<file path="config.mk">
export PLATFORM = sky130hd
export DESIGN_NAME = bomberman_sfx_event_pio
export DESIGN_NICKNAME = d
export VERILOG_FILES = /design/src/rtl/bomberman_sfx_event_pio.sv
export SDC_FILE = /design/constraint.sdc
export NUM_CORES = 1
export LEC_CHECK = 0
export BUFFER_PORTS_ARGS = -buffer_cell sky130_fd_sc_hd__buf_2
export CAP_MARGIN = 20
export CORE_ASPECT_RATIO = 2
export CORE_MARGIN = 5
export CORE_UTILIZATION = 33
export DETAILED_ROUTE_END_ITERATION = 6
export SLEW_MARGIN = 20
export SYNTH_ARGS = -nofsm -noshare
export SYNTH_HDL_FRONTEND = slang
export SYNTH_SLANG_ARGS = --single-unit
</file>
<file path="constraint.sdc">
create_clock -name clk -period 3.5 [get_ports clk]
set_input_delay 0.7 -clock clk [delete_from_list [all_inputs] [get_ports clk]]
set_output_delay 0.7 -clock clk [all_outputs]
set_load 0.02 [all_outputs]
</file>
<file path="src/rtl/bomberman_sfx_event_pio.sv">
// ---------------------------------------------------------------------------
// bomberman_sfx_event_pio
//
// Avalon-MM slave input port that returns game-fabric event lines (bomb
// placed, bomb exploded, player hit) to the CPU. The event lines are
// synchronized, edges are latched in a write-1-to-clear capture register,
// a level interrupt is raised for unmasked captured edges, and a saturating
// event counter lets software detect events it missed.
//
// Register map (address):
//   0  data        R   synchronized event lines (writes ignored)
//   1  irqmask     RW  per-line interrupt enable
//   2  evcount     R   saturating count of detect cycles; any write clears
//   3  edgecapture R   captured edges; write 1 to a bit to clear it
//
// Ports:
//   clk        system clock, rising edge
//   reset_n    asynchronous active-low reset
//   address    register select
//   chipselect slave select
//   write_n    active-low write strobe (write = chipselect & ~write_n)
//   writedata  write data
//   in_port    asynchronous event lines from game logic
//   readdata   registered read data, upper bits zero
//   irq        level interrupt, |(edgecapture & irqmask)
// ---------------------------------------------------------------------------
module bomberman_sfx_event_pio #(
  parameter int WIDTH     = 3,  // number of event lines, 1..8
  parameter int EDGE_TYPE = 0   // 0 = rising, 1 = falling, 2 = any
) (
  input  logic             clk,
  input  logic             reset_n,
  input  logic [1:0]       address,
  input  logic             chipselect,
  input  logic             write_n,
  input  logic [31:0]      writedata,
  input  logic [WIDTH-1:0] in_port,
  output logic [31:0]      readdata,
  output logic             irq
);

  localparam logic [1:0] ADDR_DATA = 2'd0;
  localparam logic [1:0] ADDR_MASK = 2'd1;
  localparam logic [1:0] ADDR_CNT  = 2'd2;
  localparam logic [1:0] ADDR_CAP  = 2'd3;

  logic [WIDTH-1:0] sync1;
  logic [WIDTH-1:0] sync2;
  logic [WIDTH-1:0] prev;
  logic [1:0]       warm;
  logic [WIDTH-1:0] irqmask;
  logic [7:0]       evcount;
  logic [WIDTH-1:0] edgecapture;

  logic             wr_en;
  logic [WIDTH-1:0] rise;
  logic [WIDTH-1:0] fall;
  logic [WIDTH-1:0] detect;
  logic [7:0]       ev_base;
  logic [7:0]       ev_next;
  logic [31:0]      rd_mux;

  // Only the low WIDTH bits of writedata carry register content.
  logic unused_wdata;
  assign unused_wdata = ^writedata[31:WIDTH];

  assign wr_en = chipselect & ~write_n;

  // Edge detection. Detect is held off until the warm-up counter saturates so
  // the synchronizer filling after reset never looks like an event.
  always_comb begin
    // NOTE: every signal assigned in a combinational block gets a default
    // first, so no path leaves it unassigned and no latch is inferred.
    rise   = sync2 & ~prev;
    fall   = ~sync2 & prev;
    detect = '0;
    if (warm == 2'd3) begin
      if (EDGE_TYPE == 0)      detect = rise;
      else if (EDGE_TYPE == 1) detect = fall;
      else                     detect = rise | fall;
    end
  end

  // Event counter: a write clears first, then the detect increment applies,
  // so a clear colliding with an event leaves the count at 1.
  always_comb begin
    ev_base = (wr_en && address == ADDR_CNT) ? 8'd0 : evcount;
    ev_next = ev_base;
    if (|detect && ev_base != 8'hFF) ev_next = ev_base + 8'd1;
  end

  always_comb begin
    rd_mux = '0;
    unique case (address)
      ADDR_DATA: rd_mux = 32'(sync2);
      ADDR_MASK: rd_mux = 32'(irqmask);
      ADDR_CNT:  rd_mux = 32'(evcount);
      ADDR_CAP:  rd_mux = 32'(edgecapture);
      default:   rd_mux = '0;
    endcase
  end

  always_ff @(posedge clk or negedge reset_n) begin
    if (!reset_n) begin
      sync1       <= '0;
      sync2       <= '0;
      prev        <= '0;
      warm        <= '0;
      irqmask     <= '0;
      evcount     <= '0;
      edgecapture <= '0;
      readdata    <= '0;
    end else begin
      // NOTE: sequential state uses non-blocking assignments so every flop
      // samples the pre-edge values, which is what makes sync1 -> sync2 ->
      // prev a real three-stage pipeline.
      sync1   <= in_port;
      sync2   <= sync1;
      prev    <= sync2;
      if (warm != 2'd3) warm <= warm + 2'd1;

      if (wr_en && address == ADDR_MASK) irqmask <= writedata[WIDTH-1:0];

      evcount <= ev_next;

      // Set wins over a same-cycle clear.
      if (wr_en && address == ADDR_CAP)
        edgecapture <= (edgecapture & ~writedata[WIDTH-1:0]) | detect;
      else
        edgecapture <= edgecapture | detect;

      readdata <= rd_mux;
    end
  end

  assign irq = |(edgecapture & irqmask);

endmodule
</file>
### After elaboration in Yosys (flattened, before gate mapping)

Index checks and enable logic that the tools add are counted.
Widths: inputs -> output; s select.

| word-level totals | value |
|---|---|
| register bits after elaboration | 57 |
| latch bits | 0 |
| bits in writable memories | 0 |
| ROM bits | 0 |
| input bits | 41 |
| output and inout bits | 33 |
| logic and storage cells | 37 |
| memories kept | 0 |

| operators by class | value |
|---|---|
| $add $sub $neg | 2 |
| $mul | 0 |
| div/mod/pow operators | 0 |
| order comparisons | 0 |
| eq/ne operators | 6 |
| shift-type cells | 0 |
| mux-type cells | 5 |
| bitwise logic cells | 9 |
| reduce and logical (&&, ||, !) cells | 7 |

Operators by type and width:

| kind | count |
|---|---|
| $pmux 32 s4 | 1 |
| $mux 8 | 2 |
| $and 3x3->3 | 3 |
| $add 8x1->8 const B | 1 |
| $ne 8x8->1 const B | 1 |
| $eq 2x2->1 const B | 3 |
| $mux 3 | 2 |
| $not 3->3 | 2 |
| $or 3x3->3 | 2 |
| $reduce_or 3->1 | 2 |
| $logic_and 1x1->1 | 4 |
| $add 2x1->2 const B | 1 |
| $eq 2x1->1 const B | 1 |
| $logic_not 2->1 | 1 |
| $ne 2x2->1 const B | 1 |
| $and 1x1->1 | 1 |
| $not 1->1 | 1 |

### Logic depth before layout (Yosys ltp)

| logic depth | value |
|---|---|
| depth after elaboration | 7 |
| mapped depth | 6 |
| mapped depth without buffers | 4 |

### Worst setup path before layout

No wires, ideal clock.

| path | value |
|---|---|
| path kind | in2reg |
| from | input address[0] |
| to | register evcount[2] |
| setup time | 0.077 ns |
| data arrival time | 1.814 ns |
| data required time | 3.423 ns |
| path slack | 1.608 ns |
| stages | 6 |
| cells stage by stage | buf_6 -> nand4bb_1 -> buf_2 -> and4_4 -> or4_1 -> a21oi_1 |

| between the ends | value |
|---|---|
| cells in the longest elaborated chain, start to end | 6 |
| elaborated cells between the ends (all ways) | 7 |
| classes of those cells | 1 x add/sub; 2 x eq/ne; 2 x mux; 2 x reduce/logical |

RTL lines:

| element | RTL line | text |
|---|---|---|
| from (decl) | 33 | `input logic [1:0] address,` |
| $eq 2x2->1 * | 87 | `ev_base = (wr_en && address == ADDR_CNT) ? 8'd0 : evcount;` |
| $logic_and 1x1->1 * | 87 |  |
| $mux 8 * | 87 |  |
| parallel branches: the longest is 2 deep, another holds $add 8x1->8 | - |  |
| $mux 8 * | 89 | `if (\|detect && ev_base != 8'hFF) ev_next = ev_base + 8'd1;` |
| via ev_next[2] | 60 | `logic [7:0] ev_next;` |
| to (signal assigned) | 124 | `evcount <= ev_next;` |
| to (decl) | 52 | `logic [7:0] evcount;` |

Mark *: on every way through the listed nets, which the timed path passes.
A chain may end at the register's enable or synchronous reset.

### Final worst setup path

Same ends and word-level chain as after synthesis.

==> reports/metrics.yaml <==
area_growth_pct: 8.55
via_per_inst: 4.88
wl_met2_um: 1820
dieArea_um2: 6260
pwr_density_cell_nw_per_um2: 578
combPwrFrac_pct: 19.0
cts_htree_levels: 2
hold_buffers: 0
top_layer: "met4"
initial_core_util_pct: 33.7
synth_seq_cells: 33
dp_hpwl_um: 2430
min_path_type: "flip-flop to flip-flop"
antenna_found_initial: 0
synthCells: 131
drcViolationCount: 0
start_kind: "input pin"
clk_latency_ns: 0.27
fin_crit_sh_pct: 56.4
final_max_slew_viol_count: 0
setup-tns-final_ns: 0
stdcell_count: 207
final_cell_area_um2: 1680
synthSimpleGateAreaFrac_pct: 15.6
power.leakage_nw: 0.790
fmaxAchievable_ghz: 0.506
slew-limit-headroom_pct: 34.7
m1WireLength_um: 1090
worstRegToRegCells: 4
wl_per_cell_um: 15.4
synthesis.area_um2: 1550
placed_area_um2: 1600
worst-setup-path-type: "input pin to flip-flop"
io_pins: 74
period_minus_slack_ns: 1.98
cp-endpoint: "evcount[2]$_DFF_PN0_"
grt_overflow: 0
synth_most_common_cell: "dfrtp_1"
port_buffers: 20
cts_tree: "yes"
worst_setup_path_end_kind: "flip-flop"
multiInputGateArea_um2: 596
r2r_slack_ns: 1.79
async_flop_share_pct: 100
synth_edf_count: 0
synth_top_cells_by_count: "dfrtp_1, buf_4, nand2_1"
ir_drop_mv: 0.342
cts_resized: 0
ant_nets: 0
grt_max_degree: 34
gp_routability_congestion: 0.861
postCtsSetupBuffers: 0
r2r_end: "evcount[2]$_DFF_PN0_"
grt_pass1_wl_um: 5150
synth_compound_area_share_pct: 7.82
antenna_cells: 0
grt_pass1_vias: 1077
p_sw_share_pct: 30.8
synth-xor-area-share_pct: 1.13
grtUsageTotal_pct: 10.7
vias: 1010
synth_warnings: 0
internal-power_mw: 0.673
crit_required_ns: 3.69
cts_root_buffer: "clkbuf_8"
grt_setup_unrepaired: "no"
drt-total-wl_um: 3190
drtPass1Iterations: 4
fillers: 454
synth.distinct_cells: 38
die_w_um: 58.5
wl_met3_um: 231
tightest_slew_ns: 0.966
critPathLaunch: "address[0]"
p_seq_share_pct: 52.4
core-area_um2: 4600
place_ws_ns: 1.25
rows: 35
skew_ns: 0.00518
synth_top_family_by_area: "simple AND/OR/NAND/NOR gates"
synth.area.top_cells: "dfrtp_1, buf_4, mux4_2"
seq_area_um2: 826
seq_area_frac_synth_pct: 53.2
yosysTopAreaCellShare_pct: 53.2
cts_buffers: 5
cts.path.max_buffers: 2
clock_sinks: 33
cp_max_fo: 8
synthAdderAreaFrac_pct: 0.806
drtIter0Drc: 22
fin_ws_ns: 1.52
drive_above_1_share_pct: 23.0
regToRegStartpoint: "warm[0]$_DFFE_PN0N_"
die_h_um: 107
power_switching_mw: 0.299
synth_top_area_cell: "dfrtp_1"
clkSlewWorstSetupHoldPaths_ns: 0.06
post-place-cells: 200
drv_cap: 0
run_status: "finished, final reports clean"
nets: 194
ys.flop_type: "dfrtp_1"
setup_viol: 0
clock_power_share_pct: 28.5
power_mw: 0.973
report.final.hold_viol_count: 0
muxShareOfSynthArea_pct: 7.26
avgSynthCellArea_um2: 11.8
crit_arrival_ns: 2.17
-- per-layer routing --
metal	global-route usage, %	up-vias
met2	19.3	48
met3	2.41	6
met1	10.9	503
met4	5.64	0
met5	0	-
li1	-	453
-- critical path, cell delays in order --
cell and delay (ns):
buf_2 0.16, nand4bb_1 0.41, and4_4 0.32, or4_1 0.39, a21oi_1 0.18
-- power by group through the flow --
stage / Combinational (mW) / Clock [mW] / Sequential (mW)
final: 0.185 / 0.277 / 0.510
after global routing: 0.208 / 0.301 / 0.516
after CTS: 0.186 / 0.289 / 0.506
after detailed placement: 0.185 / 0 / 0.512
after global placement: 0.178 / 0 / 0.507
after floorplan: 0.143 / 0 / 0.507
-- cell usage in the layout (no fill, tap or decap), drive strengths merged, types with 2 or more instances in the layout --
master,netlist,final
nor2b,4,4
buf,27,20
mux4,3,3
clkbuf,2,7
and4,2,2
xnor2,2,2
nand4,2,2
conb,1,24
o31ai,2,2
o311ai,2,2
a22o,3,3
and2,5,5
inv,2,2
and3,2,2
a21oi,2,2
nor3,3,3
nand3,2,2
dfrtp,33,33
mux2,4,4
nand2,11,11
or4,2,2
nor2,3,3
-- worst min-delay path by stage --
stage	startpoint	end	slack, ns	cells past startpoint
6_report	sync1[0]$_DFF_PN0_	sync2[0]$_DFF_PN0_	0.35	0
4_1_cts	sync1[0]$_DFF_PN0_	sync2[0]$_DFF_PN0_	0.35	0
3_5_place_dp	sync1[0]$_DFF_PN0_	sync2[0]$_DFF_PN0_	0.34	0
3_3_place_gp	sync1[0]$_DFF_PN0_	sync2[0]$_DFF_PN0_	0.33	0
5_1_grt	sync1[0]$_DFF_PN0_	sync2[0]$_DFF_PN0_	0.36	0
2_1_floorplan	sync1[0]$_DFF_PN0_	sync2[0]$_DFF_PN0_	0.33	0
-- stage by stage --
step / utilization, % / hold slack [ns]
after floorplan: - / 0.331
after global placement: 34.7 / 0.332
after detailed placement: 34.7 / 0.337
after CTS: 36.6 / 0.352
after global routing: 36.6 / 0.358
final: 36.6 / 0.349
-- registers in the layout (all words and copies together), names as in the netlist --
name and count:
edgecapture 3, prev 3, sync1 3, readdata 8
sync2 3, irqmask 3, evcount 8, warm 2
-- logic make-up (layout without fill, tap and decap cells) --
kind of cell | after synthesis | after routing
DFF | 33 | 33
xor gates and xnor gates | 2 | 2
AOI/OAI and AO/OA | 15 | 15
buffers and inverters | 31 | 29
other | 1 | 24
muxes | 7 | 7
and+or+nand+nor | 41 | 41
adders and majority gates | 1 | 1
-- layout make-up --
cell class,instances,share of cell area (%)
Clock buffer,7,5.13
Inverter,2,0.446
Multi-Input combinational cell,90,35.4
Sequential cell,33,49.0
Tap cell,55,4.09
Timing Repair Buffer,20,5.94
No activity file was read; power rests on OpenSTA's default activity.
